===== config.mk =====
export PLATFORM = sky130hd
export DESIGN_NAME = axis_ser
export DESIGN_NICKNAME = d
export VERILOG_FILES = /design/src/rtl/axis_ser.sv
export SDC_FILE = /design/constraint.sdc
export NUM_CORES = 1
export LEC_CHECK = 0
export CORE_UTILIZATION = 55
export DETAILED_ROUTE_END_ITERATION = 8
export GPL_ROUTABILITY_DRIVEN = 0
export PLACE_DENSITY = 0.73
export SLEW_MARGIN = 10
export SYNTH_ARGS = -nofsm -noshare
export SYNTH_HDL_FRONTEND = slang
export SYNTH_SLANG_ARGS = --single-unit

===== constraint.sdc =====
create_clock -name clk -period 4.6 [get_ports clk]
set_clock_uncertainty 0.15 [all_clocks]
set_input_delay 0.92 -clock clk [delete_from_list [all_inputs] [get_ports clk]]
set_output_delay 0.92 -clock clk [all_outputs]
set_load 0.01 [all_outputs]

===== src/rtl/axis_ser.sv =====
// AXI-Stream word serializer: buffers words in a FIFO, then shifts each out MSB-first
// with a strobe per bit. Define AXIS_SER_PARITY_EN to append an even-parity bit per word.
module axis_ser #(
    parameter int AXIS_NUM_BYTES = 4,
    parameter int FIFO_DEPTH     = 8
) (
    input  logic                        clk,
    input  logic                        rst,
    input  logic                        tvalid_i,
    output logic                        tready_o,
    input  logic [AXIS_NUM_BYTES*8-1:0] tdata_i,
    input  logic                        tlast_i,
    input  logic [AXIS_NUM_BYTES-1:0]   tkeep_i,
    input  logic                        tuser_i,
    input  logic [15:0]                 bit_period_i,
    output logic                        serial_o,
    output logic                        serial_valid_o,
    output logic                        packet_done_o,
    output logic                        busy_o
);

    localparam int NBITS = AXIS_NUM_BYTES * 8;
    localparam int BCW   = $clog2(NBITS) + 1;
    localparam int PW    = $clog2(FIFO_DEPTH);
    localparam int CW    = PW + 1;

`ifdef AXIS_SER_PARITY_EN
    typedef enum logic [1:0] {IDLE, LOAD, SHIFT, PARITY} state_t;
`else
    typedef enum logic [1:0] {IDLE, LOAD, SHIFT} state_t;
`endif

    // FIFO storage: {tlast, tdata}
    logic [NBITS:0]   r_mem [FIFO_DEPTH];
    logic [PW-1:0]    r_wr_ptr;
    logic [PW-1:0]    r_rd_ptr;
    logic [CW-1:0]    r_count;
    logic             r_ready_en;

    state_t           r_state;
    logic [NBITS-1:0] r_shift;
    logic [BCW-1:0]   r_bits_left;
    logic [15:0]      r_cnt;
    logic [15:0]      r_period;
    logic             r_last;
    logic             r_serial;
    logic             r_serial_valid;
    logic             r_done_pend;
    logic             r_packet_done;
`ifdef AXIS_SER_PARITY_EN
    logic             r_parity;
`endif

    logic             w_push;
    logic             w_pop;
    logic             w_word_end;
    logic [NBITS:0]   w_head;
    logic [15:0]      w_period_m1;
    logic             w_unused;

    assign w_unused    = ^{tkeep_i, tuser_i};
    assign w_head      = r_mem[r_rd_ptr];
    assign tready_o    = r_ready_en && (r_count != CW'(FIFO_DEPTH));
    assign w_push      = tvalid_i && tready_o;
    assign w_period_m1 = (bit_period_i == 16'd0) ? 16'd0 : bit_period_i - 16'd1;

    always_comb begin
        // NOTE: every always_comb output gets a default first, so no path can infer a latch.
        w_word_end = 1'b0;
        w_pop      = 1'b0;
`ifdef AXIS_SER_PARITY_EN
        w_word_end = (r_state == PARITY) && (r_cnt == 16'd0);
`else
        w_word_end = (r_state == SHIFT) && (r_cnt == 16'd0) && (r_bits_left == BCW'(1));
`endif
        // A word ending with data waiting pops the next one in the same cycle: no gap.
        w_pop = (r_state == LOAD) || (w_word_end && (r_count != '0));
    end

    // NOTE: the storage array has no reset; pointers and count alone define what is valid.
    always_ff @(posedge clk) begin
        if (w_push) r_mem[r_wr_ptr] <= {tlast_i, tdata_i};
    end

    // NOTE: sequential state uses <= so every register samples values from before the edge.
    always_ff @(posedge clk) begin
        if (rst) begin
            r_wr_ptr   <= '0;
            r_rd_ptr   <= '0;
            r_count    <= '0;
            r_ready_en <= 1'b0;
        end else begin
            r_ready_en <= 1'b1;
            if (w_push) r_wr_ptr <= r_wr_ptr + PW'(1);
            if (w_pop)  r_rd_ptr <= r_rd_ptr + PW'(1);
            case ({w_push, w_pop})
                2'b10:   r_count <= r_count + CW'(1);
                2'b01:   r_count <= r_count - CW'(1);
                default: ;
            endcase
        end
    end

    always_ff @(posedge clk) begin
        if (rst) begin
            r_state        <= IDLE;
            r_shift        <= '0;
            r_bits_left    <= '0;
            r_cnt          <= '0;
            r_period       <= '0;
            r_last         <= 1'b0;
            r_serial       <= 1'b0;
            r_serial_valid <= 1'b0;
            r_done_pend    <= 1'b0;
            r_packet_done  <= 1'b0;
`ifdef AXIS_SER_PARITY_EN
            r_parity       <= 1'b0;
`endif
        end else begin
            r_serial_valid <= 1'b0;
            r_done_pend    <= 1'b0;
            r_packet_done  <= r_done_pend;

            case (r_state)
                IDLE: begin
                    r_serial <= 1'b0;
                    if (r_count != '0) r_state <= LOAD;
                end
                LOAD: ;
                SHIFT: begin
                    if (r_cnt == 16'd0) begin
                        r_serial       <= r_shift[NBITS-1];
                        r_serial_valid <= 1'b1;
                        r_shift        <= {r_shift[NBITS-2:0], 1'b0};
                        r_bits_left    <= r_bits_left - BCW'(1);
                        r_cnt          <= r_period;
                        if (r_bits_left == BCW'(1)) begin
`ifdef AXIS_SER_PARITY_EN
                            r_state <= PARITY;
`else
                            r_done_pend <= r_last;
                            if (!w_pop) r_state <= IDLE;
`endif
                        end
                    end else begin
                        r_cnt <= r_cnt - 16'd1;
                    end
                end
`ifdef AXIS_SER_PARITY_EN
                PARITY: begin
                    if (r_cnt == 16'd0) begin
                        r_serial       <= r_parity;
                        r_serial_valid <= 1'b1;
                        r_done_pend    <= r_last;
                        if (!w_pop) r_state <= IDLE;
                    end else begin
                        r_cnt <= r_cnt - 16'd1;
                    end
                end
`endif
                default: r_state <= IDLE;
            endcase

            // Word load overrides the shift/counter updates above; the bit period is
            // captured here and stays fixed for the whole word.
            if (w_pop) begin
                r_shift     <= w_head[NBITS-1:0];
                r_last      <= w_head[NBITS];
                r_period    <= w_period_m1;
                r_bits_left <= BCW'(NBITS);
                r_cnt       <= (r_state == LOAD) ? 16'd0 : w_period_m1;
                r_state     <= SHIFT;
`ifdef AXIS_SER_PARITY_EN
                r_parity    <= ^w_head[NBITS-1:0];
`endif
            end
        end
    end

    assign serial_o       = r_serial;
    assign serial_valid_o = r_serial_valid;
    assign packet_done_o  = r_packet_done;
    assign busy_o         = (r_count != '0) || (r_state != IDLE);

endmodule


==> results of run 1 <==
==> area by class of cell <==
type	count	area, um2	share of cell area
Clock buffer	53	1050	0.0621
Clock inverter	16	191	0.0113
Inverter	13	48.8	0.00289
Multi-Input combinational cell	562	4720	0.279
Sequential cell	355	9760	0.578
Tap cell	335	419	0.0248
Timing Repair Buffer	74	703	0.0416
==> synth_stat cells (7+ instances only) <==
master,n
xnor2_1,9
nor2b_1,35
buf_2,26
a21oi_1,45
mux4_2,66
dfxtp_1,91
nand3_1,31
a211oi_1,25
nand4_1,7
edfxtp_1,264
inv_1,12
a311oi_1,30
xor2_1,19
buf_6,7
clkbuf_1,24
nor3_1,10
o21ai_0,20
nor2_1,35
ha_1,11
nand2_1,109
a211oi_2,9
==> state kept, by name, indices dropped and copies added, names as in the netlist, named ones only <==
signal	cells
r_rd_ptr	3
r_mem	264
serial_o	1
r_ready_en	1
r_count	4
serial_valid_o	1
r_shift	32
r_wr_ptr	3
packet_done_o	1
r_period	16
r_state	2
r_done_pend	1
r_bits_left	6
r_cnt	16
r_last	1
==> layer usage <==
| metal | vias up | track usage |
|---|---|---|
| li1 | 3975 | - |
| met1 | 4386 | 0.287 |
| met2 | 230 | 0.378 |
| met3 | 66 | 0.0305 |
| met4 | 0 | 0.0711 |
| met5 | - | 0 |
==> through the flow <==
step / util / hold slack, ns
final: 0.644 / 0.294
after floorplan: - / 0.264
after global placement: 0.597 / 0.275
after detailed placement: 0.597 / 0.283
after global routing: 0.644 / 0.323
after CTS: 0.644 / 0.296
==> how the worst max path moves through the flow <==
stage	from	endpoint	slack (ns)	depth (start not counted)
after floorplan	r_count[0]$_SDFFE_PP0P_	r_mem[0][0]$_DFFE_PP_	0.31	5
after global placement	bit_period_i[10]	r_cnt[8]$_SDFFE_PP0P_	1.09	6
after detailed placement	bit_period_i[8]	r_cnt[8]$_SDFFE_PP0P_	1.04	6
after CTS	r_count[0]$_SDFFE_PP0P_	busy_o	1.13	3
after global routing	r_cnt[0]$_SDFFE_PP0P_	r_count[2]$_SDFFE_PP0P_	0.91	13
final	r_count[0]$_SDFFE_PP0P_	busy_o	1.16	3
==> cells by family (layout without fill, tap and decap cells) <==
kind of cell,count (synthesis),after routing,synth area share
compound gates,165,165,0.0811
flops,355,355,0.659
mux,74,74,0.106
xor+xnor,28,28,0.0166
simple gates,281,281,0.100
buf+inv,74,156,0.0256
fa+ha+maj,14,14,0.0113
==> where the power goes <==
group / internal, mW / switching, mW / total, mW
Combinational: 0.942 / 1.01 / 1.95
Clock: 1.82 / 1.18 / 3.00
Sequential: 3.71 / 0.298 / 4.01
Total: 6.48 / 2.49 / 8.96
==> worst max-delay path, stage by stage (launching register included) <==
cell	delay, ns
dfxtp_1	0.38
nor4_1	0.76
nand3_1	0.20
clkdlybuf4s50_1	0.52
==> impl_metrics.toml, run 1 <==
[pwr]
peakVddDrop_uv = 411
finalPower_mw = 8.96
leakagePower_nw = 5.36
power.density_nw_per_um2 = 531

[sta]
slew_headroom = 0.171
report.final.slew_viol_count = 0
setup_violations = 0
rsz0062_at_grt = "no"
min_period_ns = 3.44
fin_crit_sh = 0.748
finalWorstSetupSlack_ns = 1.16
hold_violations = 0
setup_tns_ns = 0
worstMarginPinSlew_ns = 1.23
fmax_ghz = 0.291

[critical_path]
cp.required_ns = 3.53
crit_path_end_kind = "output port"
worstSetupPathType = "flop to output port"
worstReg2RegStart = "r_state[1]$_SDFFE_PP0P_"
reg2reg_to = "r_count[2]$_SDFFE_PP0P_"
path_max_fanout = 8
rr_worst_depth = 11
crit_path_start_kind = "flop"
arrival_ns = 2.37
rrSetupSlack_ns = 1.22

[cts]
cts_setup_buffers = 0
clock_latency_ns = 0.52
postCtsResizedCells = 0
htree_levels = 2
numCtsBuffers = 38
postCtsHoldBufs = 0
cts-root-buf = "clkbuf_16"
clk_transition_reported_paths_ns = 0.06
clock_path_buffers = 3
cts.sinks = 355
cts_tree = "built"

[grt]
grt_max_degree = 83
grt_pass1_wl_um = 47200
grt_pass1_vias = 8842
grtUsageTotal = 0.219
grt_overflow_total = 0
antenna_found_initial = 0

[routing]
routedWlPerCell_um = 20.9
drtAntennaViolNets = 0
dr_wl_met3_um = 1490
vias = 8657
drt-pass1-iter-count = 7
first_iter_violations = 752
vias_per_cell = 6.15
wl_met2_um = 14600
wirelength_um = 29400
drc = 3
highest_layer = "met4"
m1WireLength_um = 12600

[placement]
hpwl_um = 16400
numPortBuffers = 56
placed_cells = 1339
dpl_worst_slack_ns = 1.04
placed_cell_area_um2 = 15600

[logic_synthesis]
syn_area_um2 = 14800
synth_area_leader_cell = "edfxtp_1"
async_reset_ff_frac = 0
ys_dominant_reg_cell = "edfxtp_1"
yosysSeqAreaShare = 0.659
syn_nets = 1059
synth_area_per_cell_um2 = 14.9
synth.distinct_cells = 70
synthTopCellsByArea = "edfxtp_1 54%, dfxtp_1 12%, mux4_2 10%, nand2_1 2.8%, a311oi_1 1.8%"
ys_seq_elements = 355
synth_edf_count = 264
netlist.area_leader.share = 0.536
yosysWarnings = 0
synthCells = 991

[layout]
layout.cells.non_filler = 1408
fin_area_um2 = 16900
layout_commonest_cell = "edfxtp_1"
finish.net_count = 1112
mostFrequentLayoutCells = "264 x edfxtp_1, 109 x nand2_1, 88 x dfxtp_1"
antennaDiodeCount = 0
nFillCells = 1876
area_delta_synth_final_pct = 14.2
drive_above_1_share = 0.168

[die]
die_y_um = 166
die_w_um = 166
core_um2 = 26200
fp-row-count = 59
die_area_um2 = 27600
start_util = 0.564
ios = 62

[job]
drv_cap = 0

[run_status]
violations = "DRC"
status = "complete, but fails checks"

[worst_hold_path]
hp-class = "flop to flop"
hold_path_end = "packet_done_o$_SDFF_PP0_"
holdCritStartpoint = "r_done_pend$_SDFF_PP0_"
holdPathStages = 1
No activity file was read; power rests on OpenSTA's default activity.
==> run 2: changes to the inputs <==
--- a/config.mk
+++ b/config.mk
@@ -8,7 +8,7 @@
 export CORE_UTILIZATION = 55
 export DETAILED_ROUTE_END_ITERATION = 8
 export GPL_ROUTABILITY_DRIVEN = 0
-export PLACE_DENSITY = 0.73
+export PLACE_DENSITY = 0.76
 export SLEW_MARGIN = 10
 export SYNTH_ARGS = -nofsm -noshare
 export SYNTH_HDL_FRONTEND = slang
==> constraint.sdc (replaced) <==
create_clock -name clk -period 2.89 [get_ports clk]
set_clock_uncertainty 0.15 [all_clocks]
set_input_delay 0.578 -clock clk [delete_from_list [all_inputs] [get_ports clk]]
set_output_delay 0.578 -clock clk [all_outputs]
set_load 0.01 [all_outputs]
==> impl_metrics.toml, run 2 (synthesized netlist as in run 1, its figures left out) <==
[run_status]
status = "complete, but fails checks"
violations = "DRC"

[sta]
fin_crit_sh = 0.957
min_period_ns = 2.76
hold_violations = 0
finalWorstSetupSlack_ns = 0.126
fmax_ghz = 0.362
report.final.slew_viol_count = 0
worstMarginPinSlew_ns = 0.618
slew_headroom = 0.587
setup_violations = 0

[die]
die_area_um2 = 27600
start_util = 0.564
ios = 62
die_y_um = 166
core_um2 = 26200
die_w_um = 166
fp-row-count = 59

[cts]
numCtsBuffers = 36
cts-root-buf = "clkbuf_16"
clk_transition_reported_paths_ns = 0.06
cts_setup_buffers = 0
cts.sinks = 355
postCtsHoldBufs = 0
clock_path_buffers = 3
htree_levels = 2
clock_latency_ns = 0.52
cts_tree = "built"

[critical_path]
critPathMaxStageDelay_ns = 0.34
crit_path_end_kind = "flop"
critPathSlowestCell = "dfxtp_1"
arrival_ns = 3.06
path_max_fanout = 5
cp.required_ns = 3.19
cp_cell_sequence = "inv_1 > ha_2 > nor4b_4 > nand4_1 > o21a_4 > inv_2 > ha_4 > xor2_1 > ha_1 > a21oi_1 > xor2_1 > or3_1 > a21oi_1"
crit_path_start_kind = "flop"
worstSetupPathType = "flop to flop"

[pwr]
peakVddDrop_uv = 533
power.density_nw_per_um2 = 822
seq_power_share = 0.438
p_comb_frac = 0.246
leakagePower_nw = 5.56
switchingPower_mw = 4.01
power.internal_mw = 10.2
pwr-share-clk = 0.315
netSwitchingFraction = 0.282

[routing]
routedWlPerCell_um = 20.8
drt-pass1-iter-count = 7
drc = 5
first_iter_violations = 808
vias_per_cell = 6.08
vias = 8770
wirelength_um = 30100
drtAntennaViolNets = 0

[layout]
mostFrequentLayoutCells = "264 x edfxtp_1, 109 x nand2_1, 88 x dfxtp_1"
reg_top3 = "r_mem (264), r_shift (32)"
largest_reg_flops = 264
antennaDiodeCount = 0
drive_above_1_share = 0.202
fin_area_um2 = 17300
fin_util = 0.661
finish.net_count = 1150
regMostFlops = "r_mem"
layout_commonest_cell = "edfxtp_1"
area_delta_synth_final_pct = 17.1

[grt]
grt_pass1_wl_um = 47900
grt_max_degree = 93
grtUsageTotal = 0.224
antenna_found_initial = 1
grt_overflow_total = 0
grt_pass1_vias = 8786

[placement]
dpl_worst_slack_ns = 0.0517
placed_cell_area_um2 = 16100
numPortBuffers = 56
hpwl_um = 16900

[job]
drv_cap = 0

[worst_hold_path]
hp-class = "flop to flop"
==> run 2: through the flow <==
step	instances	hold slack, ns	power [mW]	TNS (ns)
floorplan	991	0.264	8.85	-85.62
global placement	1379	0.282	9.70	0
detailed placement	1379	0.285	9.78	0
CTS	1443	0.299	14.3	0
global route	1443	0.319	14.9	-0.0681
finish	1443	0.292	14.2	0
==> run 2: cell type report <==
| type | instances | area [um2] |
|---|---|---|
| clock inverter | 19 | 184 |
| tap | 335 | 419 |
| fill | 1768 | 8880 |
| clock buffer | 45 | 955 |
| sequential | 355 | 9760 |
| timing repair buffer | 114 | 1180 |
| multi-input combinational | 562 | 4780 |
| inverter | 13 | 48.8 |
==> run 2: power groups by stage <==
stage,Combinational (mW),Clock (mW),Sequential (mW)
6_report,3.51,4.49,6.24
5_1_grt,3.84,4.77,6.29
4_1_cts,3.48,4.57,6.23
3_5_place_dp,3.44,0,6.33
3_3_place_gp,3.38,0,6.32
2_1_floorplan,2.63,0,6.22
==> run 2: repair_timing <==
action / CTS / global route
setup endpoints to repair: 1 / 3
resized for setup: 1 / 7
pin swaps: 0 / 0
hold endpoints to repair: 0 / 0
==> run 2: metal layers <==
| layer | track usage | vias to the layer above | share of wire |
|---|---|---|---|
| met5 | 0 | - | 0 |
| met4 | 0.0735 | 0 | 0.023 |
| met3 | 0.0369 | 58 | 0.060 |
| met2 | 0.382 | 289 | 0.50 |
| met1 | 0.296 | 4375 | 0.42 |
| li1 | - | 4048 | - |
==> run 2: critical path: cells and delay by family (launching register included) <==
| kind | cells | cell delay (ns) |
|---|---|---|
| buffers and inverters | 2 | 0.18 |
| adders and majority gates | 3 | 0.51 |
| xor gates and xnor gates | 2 | 0.31 |
| AOI/OAI and AO/OA | 3 | 0.48 |
| DFF | 1 | 0.34 |
| and+or+nand+nor | 3 | 0.73 |
==> run 2: worst paths after layout <==
check                                            start                  endpoint  slack (ns)  cells past startpoint
worst min register to register  r_done_pend$_SDFF_PP0_  packet_done_o$_SDFF_PP0_        0.29                      1
worst min-delay path            r_done_pend$_SDFF_PP0_  packet_done_o$_SDFF_PP0_        0.29                      1
worst max-delay path             r_cnt[1]$_SDFFE_PP0P_   r_count[2]$_SDFFE_PP0P_        0.13                     13
worst max register to register   r_cnt[1]$_SDFFE_PP0P_   r_count[2]$_SDFFE_PP0P_        0.13                     13
